==> src/rtl/ps2_key_encoder_if.sv <==
// -----------------------------------------------------------------------------
// ps2_key_encoder_if
// Groups the PS/2 pin inputs and the key-event outputs of ps2_key_encoder.
//   ps2_clk   : raw PS/2 clock, idle high (driven by master)
//   ps2_data  : raw PS/2 data, idle high (driven by master)
//   ps2_key   : {toggle, pressed, extended, code[7:0]} (driven by slave)
//   frame_err : one-cycle pulse on parity/stop/timeout error (driven by slave)
//   busy      : high while a frame is being received (driven by slave)
// The master modport is the keyboard side plus key consumer; the slave modport
// is the encoder itself.
// -----------------------------------------------------------------------------
interface ps2_key_encoder_if;
  logic        ps2_clk;
  logic        ps2_data;
  logic [10:0] ps2_key;
  logic        frame_err;
  logic        busy;

  modport master (
    output ps2_clk, ps2_data,
    input  ps2_key, frame_err, busy
  );

  modport slave (
    input  ps2_clk, ps2_data,
    output ps2_key, frame_err, busy
  );
endinterface

==> src/rtl/ps2_key_encoder.sv <==
// -----------------------------------------------------------------------------
// ps2_key_encoder
// Deserialises raw PS/2 keyboard frames and produces the 11-bit ps2_key event
// word {toggle, pressed, extended, code}. Bit 10 toggles once per key event.
// Ports:
//   clk_sys : system clock, the only clock
//   reset   : asynchronous, active-high reset
//   bus     : ps2_key_encoder_if.slave (ps2_clk/ps2_data in,
//             ps2_key/frame_err/busy out)
// Parameters:
//   FILTER      : consecutive equal samples before the filtered clock changes
//   TIMEOUT_CYC : cycles without a falling edge before a frame is aborted
// -----------------------------------------------------------------------------
module ps2_key_encoder #(
  parameter int FILTER      = 8,
  parameter int TIMEOUT_CYC = 2400
) (
  input  logic               clk_sys,
  input  logic               reset,
  ps2_key_encoder_if.slave   bus
);

  localparam int FLT_W = $clog2(FILTER + 1);
  localparam int TO_W  = $clog2(TIMEOUT_CYC + 1);
  localparam logic [FLT_W-1:0] FLT_LAST = FLT_W'(FILTER - 1);
  localparam logic [TO_W-1:0]  TO_LAST  = TO_W'(TIMEOUT_CYC - 1);

  typedef enum logic {S_IDLE, S_RECV} state_t;

  // Synchronisers, glitch filter and edge detect
  logic             r_clk_s1, r_clk_s2, r_dat_s1, r_dat_s2;
  logic             r_filt;
  logic [FLT_W-1:0] r_filt_cnt;
  logic             r_fall;

  // Receiver
  state_t           r_state, w_state_nxt;
  logic [3:0]       r_bit_cnt;
  logic [7:0]       r_shift;
  logic             r_par;
  logic [TO_W-1:0]  r_to_cnt;
  logic             w_frame_done, w_timeout, w_byte_ok;

  // Decoder
  logic             r_ext, r_rel;
  logic [2:0]       r_skip;
  logic [10:0]      r_ps2_key;
  logic             r_frame_err;

  // NOTE: all clocked state uses non-blocking assignments so every register
  // samples the pre-edge value of every other register, whatever block order.
  always_ff @(posedge clk_sys or posedge reset) begin
    if (reset) begin
      r_clk_s1   <= 1'b1;
      r_clk_s2   <= 1'b1;
      r_dat_s1   <= 1'b1;
      r_dat_s2   <= 1'b1;
      r_filt     <= 1'b1;
      r_filt_cnt <= '0;
      r_fall     <= 1'b0;
    end else begin
      r_clk_s1 <= bus.ps2_clk;
      r_clk_s2 <= r_clk_s1;
      r_dat_s1 <= bus.ps2_data;
      r_dat_s2 <= r_dat_s1;
      r_fall   <= 1'b0;
      if (r_clk_s2 != r_filt) begin
        // FILTER-th consecutive differing sample: commit the new level.
        if (r_filt_cnt == FLT_LAST) begin
          r_filt     <= r_clk_s2;
          r_filt_cnt <= '0;
          r_fall     <= r_filt;   // only a 1->0 change is an edge event
        end else begin
          r_filt_cnt <= r_filt_cnt + 1'b1;
        end
      end else begin
        r_filt_cnt <= '0;
      end
    end
  end

  // NOTE: every signal written here gets a default first, so no path through
  // the block leaves it unassigned and no latch is inferred.
  always_comb begin
    w_state_nxt  = r_state;
    w_frame_done = 1'b0;
    w_timeout    = 1'b0;
    case (r_state)
      S_IDLE: begin
        if (r_fall && !r_dat_s2) w_state_nxt = S_RECV;
      end
      S_RECV: begin
        if (r_fall && r_bit_cnt == 4'd9) begin
          w_state_nxt  = S_IDLE;
          w_frame_done = 1'b1;
        end else if (!r_fall && r_to_cnt == TO_LAST) begin
          // An edge in the limit cycle takes priority over the abort.
          w_state_nxt = S_IDLE;
          w_timeout   = 1'b1;
        end
      end
      default: w_state_nxt = S_IDLE;
    endcase
  end

  // Stop bit is the live sample; odd parity over data plus parity bit.
  assign w_byte_ok = r_dat_s2 & (^{r_shift, r_par});

  always_ff @(posedge clk_sys or posedge reset) begin
    if (reset) begin
      r_state   <= S_IDLE;
      r_bit_cnt <= '0;
      r_shift   <= '0;
      r_par     <= 1'b0;
      r_to_cnt  <= '0;
    end else begin
      r_state <= w_state_nxt;
      if (r_fall || r_state != S_RECV) r_to_cnt <= '0;
      else                             r_to_cnt <= r_to_cnt + 1'b1;

      if (r_state == S_IDLE) begin
        r_bit_cnt <= '0;
      end else if (r_fall) begin
        r_bit_cnt <= r_bit_cnt + 1'b1;
        if (r_bit_cnt < 4'd8)       r_shift <= {r_dat_s2, r_shift[7:1]};
        else if (r_bit_cnt == 4'd8) r_par   <= r_dat_s2;
      end
    end
  end

  always_ff @(posedge clk_sys or posedge reset) begin
    if (reset) begin
      r_ext       <= 1'b0;
      r_rel       <= 1'b0;
      r_skip      <= '0;
      r_ps2_key   <= '0;
      r_frame_err <= 1'b0;
    end else begin
      r_frame_err <= 1'b0;
      if (w_timeout) begin
        r_frame_err <= 1'b1;         // prefix flags survive a timeout
      end else if (w_frame_done) begin
        if (!w_byte_ok) begin
          r_frame_err <= 1'b1;
          r_ext       <= 1'b0;
          r_rel       <= 1'b0;
        end else if (r_skip != '0) begin
          r_skip <= r_skip - 1'b1;   // remainder of the Pause sequence
        end else begin
          case (r_shift)
            8'hE0: r_ext  <= 1'b1;
            8'hF0: r_rel  <= 1'b1;
            8'hE1: r_skip <= 3'd7;
            8'hAA, 8'hFA, 8'hEE, 8'hFE: begin
              // device status bytes: ignored, flags untouched
            end
            default: begin
              r_ps2_key <= {~r_ps2_key[10], ~r_rel, r_ext, r_shift};
              r_ext     <= 1'b0;
              r_rel     <= 1'b0;
            end
          endcase
        end
      end
    end
  end

  assign bus.ps2_key   = r_ps2_key;
  assign bus.frame_err = r_frame_err;
  assign bus.busy      = (r_state == S_RECV);

endmodule

==> src/flat_wrapper.sv <==
// flat-port wrapper written by rule: the top's interface ports become plain ports
module ps2_key_encoder_flat 
#(
  parameter int FILTER      = 8,
  parameter int TIMEOUT_CYC = 2400
)
  (clk_sys, reset, bus_ps2_clk, bus_ps2_data, bus_ps2_key, bus_frame_err, bus_busy);
  ps2_key_encoder_if bus_i ();
  input  logic clk_sys;
  input  logic reset;
  input wire logic [$bits(bus_i.ps2_clk)-1:0] bus_ps2_clk;
  input wire logic [$bits(bus_i.ps2_data)-1:0] bus_ps2_data;
  output wire logic [$bits(bus_i.ps2_key)-1:0] bus_ps2_key;
  output wire logic [$bits(bus_i.frame_err)-1:0] bus_frame_err;
  output wire logic [$bits(bus_i.busy)-1:0] bus_busy;
  assign bus_i.ps2_clk = bus_ps2_clk;
  assign bus_i.ps2_data = bus_ps2_data;
  assign bus_ps2_key = bus_i.ps2_key;
  assign bus_frame_err = bus_i.frame_err;
  assign bus_busy = bus_i.busy;
  ps2_key_encoder #(.FILTER(FILTER), .TIMEOUT_CYC(TIMEOUT_CYC)) u_core (.clk_sys(clk_sys), .reset(reset), .bus(bus_i));
endmodule
==> config.mk <==
export PLATFORM = sky130hd
export DESIGN_NAME = ps2_key_encoder_flat
export DESIGN_NICKNAME = d
export VERILOG_FILES = /design/src/rtl/ps2_key_encoder_if.sv /design/src/rtl/ps2_key_encoder.sv /design/src/flat_wrapper.sv
export SDC_FILE = /design/constraint.sdc
export NUM_CORES = 1
export LEC_CHECK = 0
export ABC_AREA = 0
export CORE_MARGIN = 2
export CORE_UTILIZATION = 48
export DETAILED_ROUTE_END_ITERATION = 6
export DONT_BUFFER_PORTS = 1
export PLACE_DENSITY_LB_ADDON = 0.08
export SLEW_MARGIN = 10
export SYNTH_ARGS = -nofsm -noshare
export SYNTH_HDL_FRONTEND = slang
export SYNTH_SLANG_ARGS = --single-unit
==> constraint.sdc <==
create_clock -name clk_sys -period 2.5 [get_ports clk_sys]
set_input_delay 0.5 -clock clk_sys [delete_from_list [all_inputs] [get_ports clk_sys]]
set_output_delay 0.5 -clock clk_sys [all_outputs]
set_load 0.05 [all_outputs]
### Word-level counts from Yosys, hierarchy flattened

Index checks and enable logic that the tools add are counted.

| storage, ports and cells | value |
|---|---|
| flip-flop bits (word level) | 53 |
| input port bits | 4 |
| output and inout port bits | 13 |
| logic and storage cells | 92 |

| cells by class | value |
|---|---|
| $add $sub $neg | 4 |
| equal/unequal tests | 16 |
| multiplexer cells | 27 |
| order comparisons | 1 |
| reductions and logical operators | 19 |
| bitwise gates (word level) | 8 |

Operators with widths:

| kind | count |
|---|---|
| $eq A8 B8 Y1 const B | 7 |
| $mux W1 | 17 |
| $mux W4 | 4 |
| $reduce_and A4 Y1 | 4 |
| $add A12 B1 Y12 const B | 1 |
| $eq A12 B12 Y1 const B | 1 |
| $mux W12 | 1 |
| $reduce_or A6 Y1 | 2 |
| $reduce_xor A9 Y1 | 1 |
| $add A4 B1 Y4 const B | 2 |
| $eq A4 B4 Y1 const B | 2 |
| $not A1 Y1 | 7 |
| $reduce_or A7 Y1 | 1 |
| $mux W3 | 2 |
| $ne A2 B2 Y1 const B | 3 |
| $pmux W1 S2 | 3 |
| $reduce_and A5 Y1 | 1 |
| $eq A4 B3 Y1 const B | 1 |
| $lt A4 B4 Y1 const B | 1 |
| $logic_and A1 B1 Y1 | 3 |
| $reduce_and A3 Y1 | 1 |
| $reduce_bool A3 Y1 | 1 |
| $sub A3 B1 Y3 const B | 1 |
| $logic_not A1 Y1 | 2 |
| other kinds (6) | 6 |

### Longest topological paths before layout

Gate-level depths: netlist of run 1.

| depth | value |
|---|---|
| depth after elaboration | 7 |
| depth in mapped cells | 7 |
| gate-level depth less buffers | 6 |

### Worst setup path after synthesis of run 1

No wires, ideal clock.

| timing path | value |
|---|---|
| path kind | register to register |
| from | reg u_core.r_state, in the netlist u_core.bus.busy |
| to | reg u_core.r_ps2_key[1], in the netlist u_core.bus.ps2_key[1] |
| required time | 2375 ps |
| buffers on the path | 1 |
| setup slack | 312 ps |
| cell stages (with the launch flop) | 7 |
| arrival time | 2063 ps |
| library setup time | 125 ps |
| cell sequence | dfrtp_1 -> and3b_1 -> and3_1 -> clkbuf_1 -> o311a_2 -> nand4_4 -> mux2_2 |

| between the ends | value |
|---|---|
| word-level cells in the longest chain between the ends | 3 |

Ends and longest elaborated chain:

| item | RTL line | source |
|---|---|---|
| start, declared | ps2_key_encoder.sv:37 | `state_t r_state, w_state_nxt;` |
| start signal, assigned | ps2_key_encoder.sv:117 | `r_state <= w_state_nxt;` |
| $mux W1 | ps2_key_encoder.sv:88 | `case (r_state)` |
| $not A1 Y1 (no line) | -- |  |
| $reduce_and A5 Y1 (no line) * | -- |  |
| end signal, assigned | ps2_key_encoder.sv:158 | `r_ps2_key <= {~r_ps2_key[10], ~r_rel, r_ext, r_shift};` |
| end, declared | ps2_key_encoder.sv:47 | `logic [10:0] r_ps2_key;` |

Mark *: on every way between the ends. The rest lies on a longest branch, timed or not.
A chain may end at the register's enable or synchronous reset.

### Worst setup path after layout of run 1

| timing path | value |
|---|---|
| from | reg u_core.r_shift[0] |
| to | reg u_core.r_ps2_key[7], in the netlist u_core.bus.ps2_key[7] |

| between the ends | value |
|---|---|
| word-level cells in the longest chain between the ends | 4 |

Ends and longest elaborated chain:

| item | RTL line | source |
|---|---|---|
| start, declared | ps2_key_encoder.sv:39 | `logic [7:0] r_shift;` |
| start signal, assigned | ps2_key_encoder.sv:125 | `if (r_bit_cnt < 4'd8) r_shift <= {r_dat_s2, r_shift[7:1]};` |
| $eq A8 B8 Y1 | ps2_key_encoder.sv:150 | `case (r_shift)` |
| $reduce_or A7 Y1 (no line) | -- |  |
| $not A1 Y1 (no line) | -- |  |
| $reduce_and A5 Y1 (no line) * | -- |  |

Marks and branches as above.

==> impl_metrics.toml, run 1 <==
[drt]
drt_iter0_markers = 71
routed_via_density = 5.505
wl_per_cell_um = 15.80
dr.max_layer_used = "met4"
drt_wl_total_mm = 4.629
ant_nets = 0
drc = 0
dr_wl_met3_um = 119
vias = 1613
firstDrtPassIters = 4
wl_met2_mm = 2.308
drt-met1-wl_mm = 2.115

[global_routing]
grt_max_degree = 31
grt_pass1_vias = 1652
gr-total-overflow = 0
grt_pass1_wl_mm = 7.969
grt_antenna_before_repair = 0
grtUsageTotal = 0.1738

[timing]
fmax_ghz = 0.4374
maxSlewViolCount = 0
rsz0062_at_grt = "no"
min_period_over_period = 0.9145
relSlewSlack = 0.5728
finalHoldViolCount = 0
setup_viol = 0
worstMarginPinSlew_ns = 0.6328
skew_ns = 0.01352
tns_ns = 0
fin_hold_ws_ns = 0.09253
finalCriticalPeriod_ns = 2.286

[floorplanning]
boundaryPins = 17
die_w_um = 76.33
rows = 26
die_area_um2 = 5826
placeableCoreArea_um2 = 5075
start_util = 0.4948
die_h_um = 76.33

[clock_network]
clock_sinks = 53
cts_buffers = 5
clock_latency_ns = 0.31
clkTransAtPathRegs_ns = 0.10
cts_setup_buffers = 0
cts-hold-fix-buffers = 0
tritoncts = "built"
cts_resized = 0
ctsRootBufferMaster = "clkbuf_8"
htreeDepth = 2
clockBufferDepth = 2

[cells_and_area]
fin_area_um2 = 2753
area_delta_synth_final_pct = 9.616
num_antenna_cells = 0
nets = 232
drive_gt1_frac = 0.1928

[logic_synthesis]
netlist_area_um2 = 2511
synth_seq_area_share = 0.5306
ys_top_cells_by_area = "dfrtp_1 48%, mux2_2 6.7%, dfstp_2 5.2%"
syn_inst = 215
synth_common_cells = "48 x dfrtp_1, 20 x nor2_1, 15 x mux2_2, 13 x inv_1, 12 x nand2_1"
synth.largest_area_cell = "dfrtp_1"
synth_nets = 225
yosysTopAreaCellShare = 0.4783
synth_cell_types = 45
async_reset_ff_frac = 1.000
synth_flop_cell = "dfrtp_1"
synth_enable_flop_cells = 0
synth-xor-area-share = 0.09965
synth.most_common_cell = "dfrtp_1"
synth_top_family_by_area = "simple AND/OR/NAND/NOR gates"
syn_avg_cell_area_um2 = 11.68
synthSimpleGateAreaFrac = 0.1584
yosysWarnings = 0
synth-seq-cells = 53
muxShareOfSynthArea = 0.08719
synth_compound_gate_area_share = 0.06527
synth-adder-area-share = 0.02990

[worst_setup_path]
cp-start-kind = "flop"
cp-end-kind = "flop"
crit_type = "flop to flop"
slowest_delay_ns = 0.52
path_cells = "xor2_2, xnor3_2, xnor2_4, nand4_4, mux2_2"
r2r.worst_path.cells = 5
cp_slowest_cell = "xnor3_2"
cp.arrival_ns = 2.49
required_ns = 2.70
critPathMaxFanout = 10

[power]
p_leak_nw = 1.278
p_per_area_nw_per_um2 = 584.9
ir_drop_uv = 427.2

[placement]
numPortBuffers = 0
gp_congestion = 0.8267
placed_cell_area_um2 = 2633
place_hpwl_mm = 3.338

[worst_hold_path]
hold_path_class = "input pin to async pin"

[run_status]
status = "finished, final reports clean"

[job]
maxCapViolations = 0
==> power by group <==
group	internal [mW]	switching, mW
combinational	0.0392	0.0474
sequential	0.894	0.0256
clock	0.326	0.278
total	1.26	0.351
==> cell usage in the layout, fill, tap and decap left out, types with 2 or more instances in the layout <==
cell type	netlist	final
dfrtp_1	48	48
nor2_1	20	20
mux2_2	15	15
inv_1	13	12
nand2_1	12	12
xnor2_1	10	10
nand3_1	9	9
nand4_1	8	8
xor2_1	8	8
ha_1	6	6
clkbuf_8	0	6
o21ai_0	5	5
mux2i_1	5	5
buf_4	0	5
dfstp_2	5	5
and2_1	4	4
and3_1	3	3
a21oi_1	3	3
a41oi_1	3	3
nand3b_1	2	2
nor4b_1	2	2
nand2b_1	2	2
nor3_1	2	2
nor2b_1	2	2
a2bb2oi_1	2	2
o311ai_0	2	2
==> registers in the layout, indices dropped and copies added, names as in the netlist <==
register	cells
u_core.bus.ps2_key	11
u_core.r_filt	1
u_core.r_par	1
u_core.r_skip	3
u_core.r_rel	1
u_core.r_dat_s1	1
u_core.r_dat_s2	1
u_core.bus.busy	1
u_core.r_to_cnt	12
u_core.r_ext	1
u_core.r_shift	8
u_core.r_clk_s2	1
u_core.r_fall	1
u_core.r_filt_cnt	4
u_core.bus.frame_err	1
u_core.r_clk_s1	1
u_core.r_bit_cnt	4
==> path summary, 6_finish.rpt <==
check,end,startpoint,slack [ns]
setup / recovery,u_core.bus.ps2_key[7],u_core.r_shift[0],0.21
hold / removal,u_core.r_to_cnt[8],reset,0.09
setup reg to reg,u_core.bus.ps2_key[7],u_core.r_shift[0],0.21
hold reg to reg,u_core.r_dat_s2,u_core.r_dat_s1,0.36
max in group asynchronous,u_core.r_clk_s1,reset,1.78
min in group clk_sys,u_core.r_dat_s1,bus_ps2_data,0.17
==> per-stage QoR <==
step                      cells  total power, mW    util  setup slack, ns
after floorplan             215           0.9983       -           0.3124
after global placement      285            1.017  0.5187           0.3124
after detailed placement    285            1.025  0.5187           0.2433
after CTS                   293            1.633  0.5424           0.2157
after global routing        293            1.679  0.5424          0.09273
final                       293            1.610  0.5424           0.2137
==> kinds of logic (layout without fill, tap and decap cells) <==
logic type      Yosys count  after routing
buf+inv                  19             27
flops                    53             53
simple gates             73             73
fa+ha+maj                 6              6
mux                      20             20
xor+xnor                 22             22
compound gates           22             22
==> layer usage <==
metal	up-vias	global-route usage
li1	764	-
met1	823	0.2200
met2	19	0.2912
met3	7	0.03318
met4	0	0.07636
met5	-	0
==> critical path, delay by kind of cell, from the launching register on <==
| kind | cells | cell delay, ns |
|---|---|---|
| XOR/XNOR | 3 | 1.10 |
| flip-flops | 1 | 0.48 |
| multiplexers | 1 | 0.33 |
| AND/OR/NAND/NOR | 1 | 0.25 |
==> cell type report <==
type	instances	area, um2
clock buffers	6	82.58
flip-flops and latches	53	1333
clock inverters	2	37.54
fillers	444	2322
inverters	13	48.80
well taps	70	87.58
multi-input cells	143	1106
repair buffers	6	57.56
No activity file was read; power rests on OpenSTA's default activity.
==> inputs of run 2 (changes only) <==
- CTS_BUF_LIST: unset -> sky130_fd_sc_hd__clkbuf_8
==> results of run 2 <==
Final layout, timing and power as in run 1 (identical DEF).
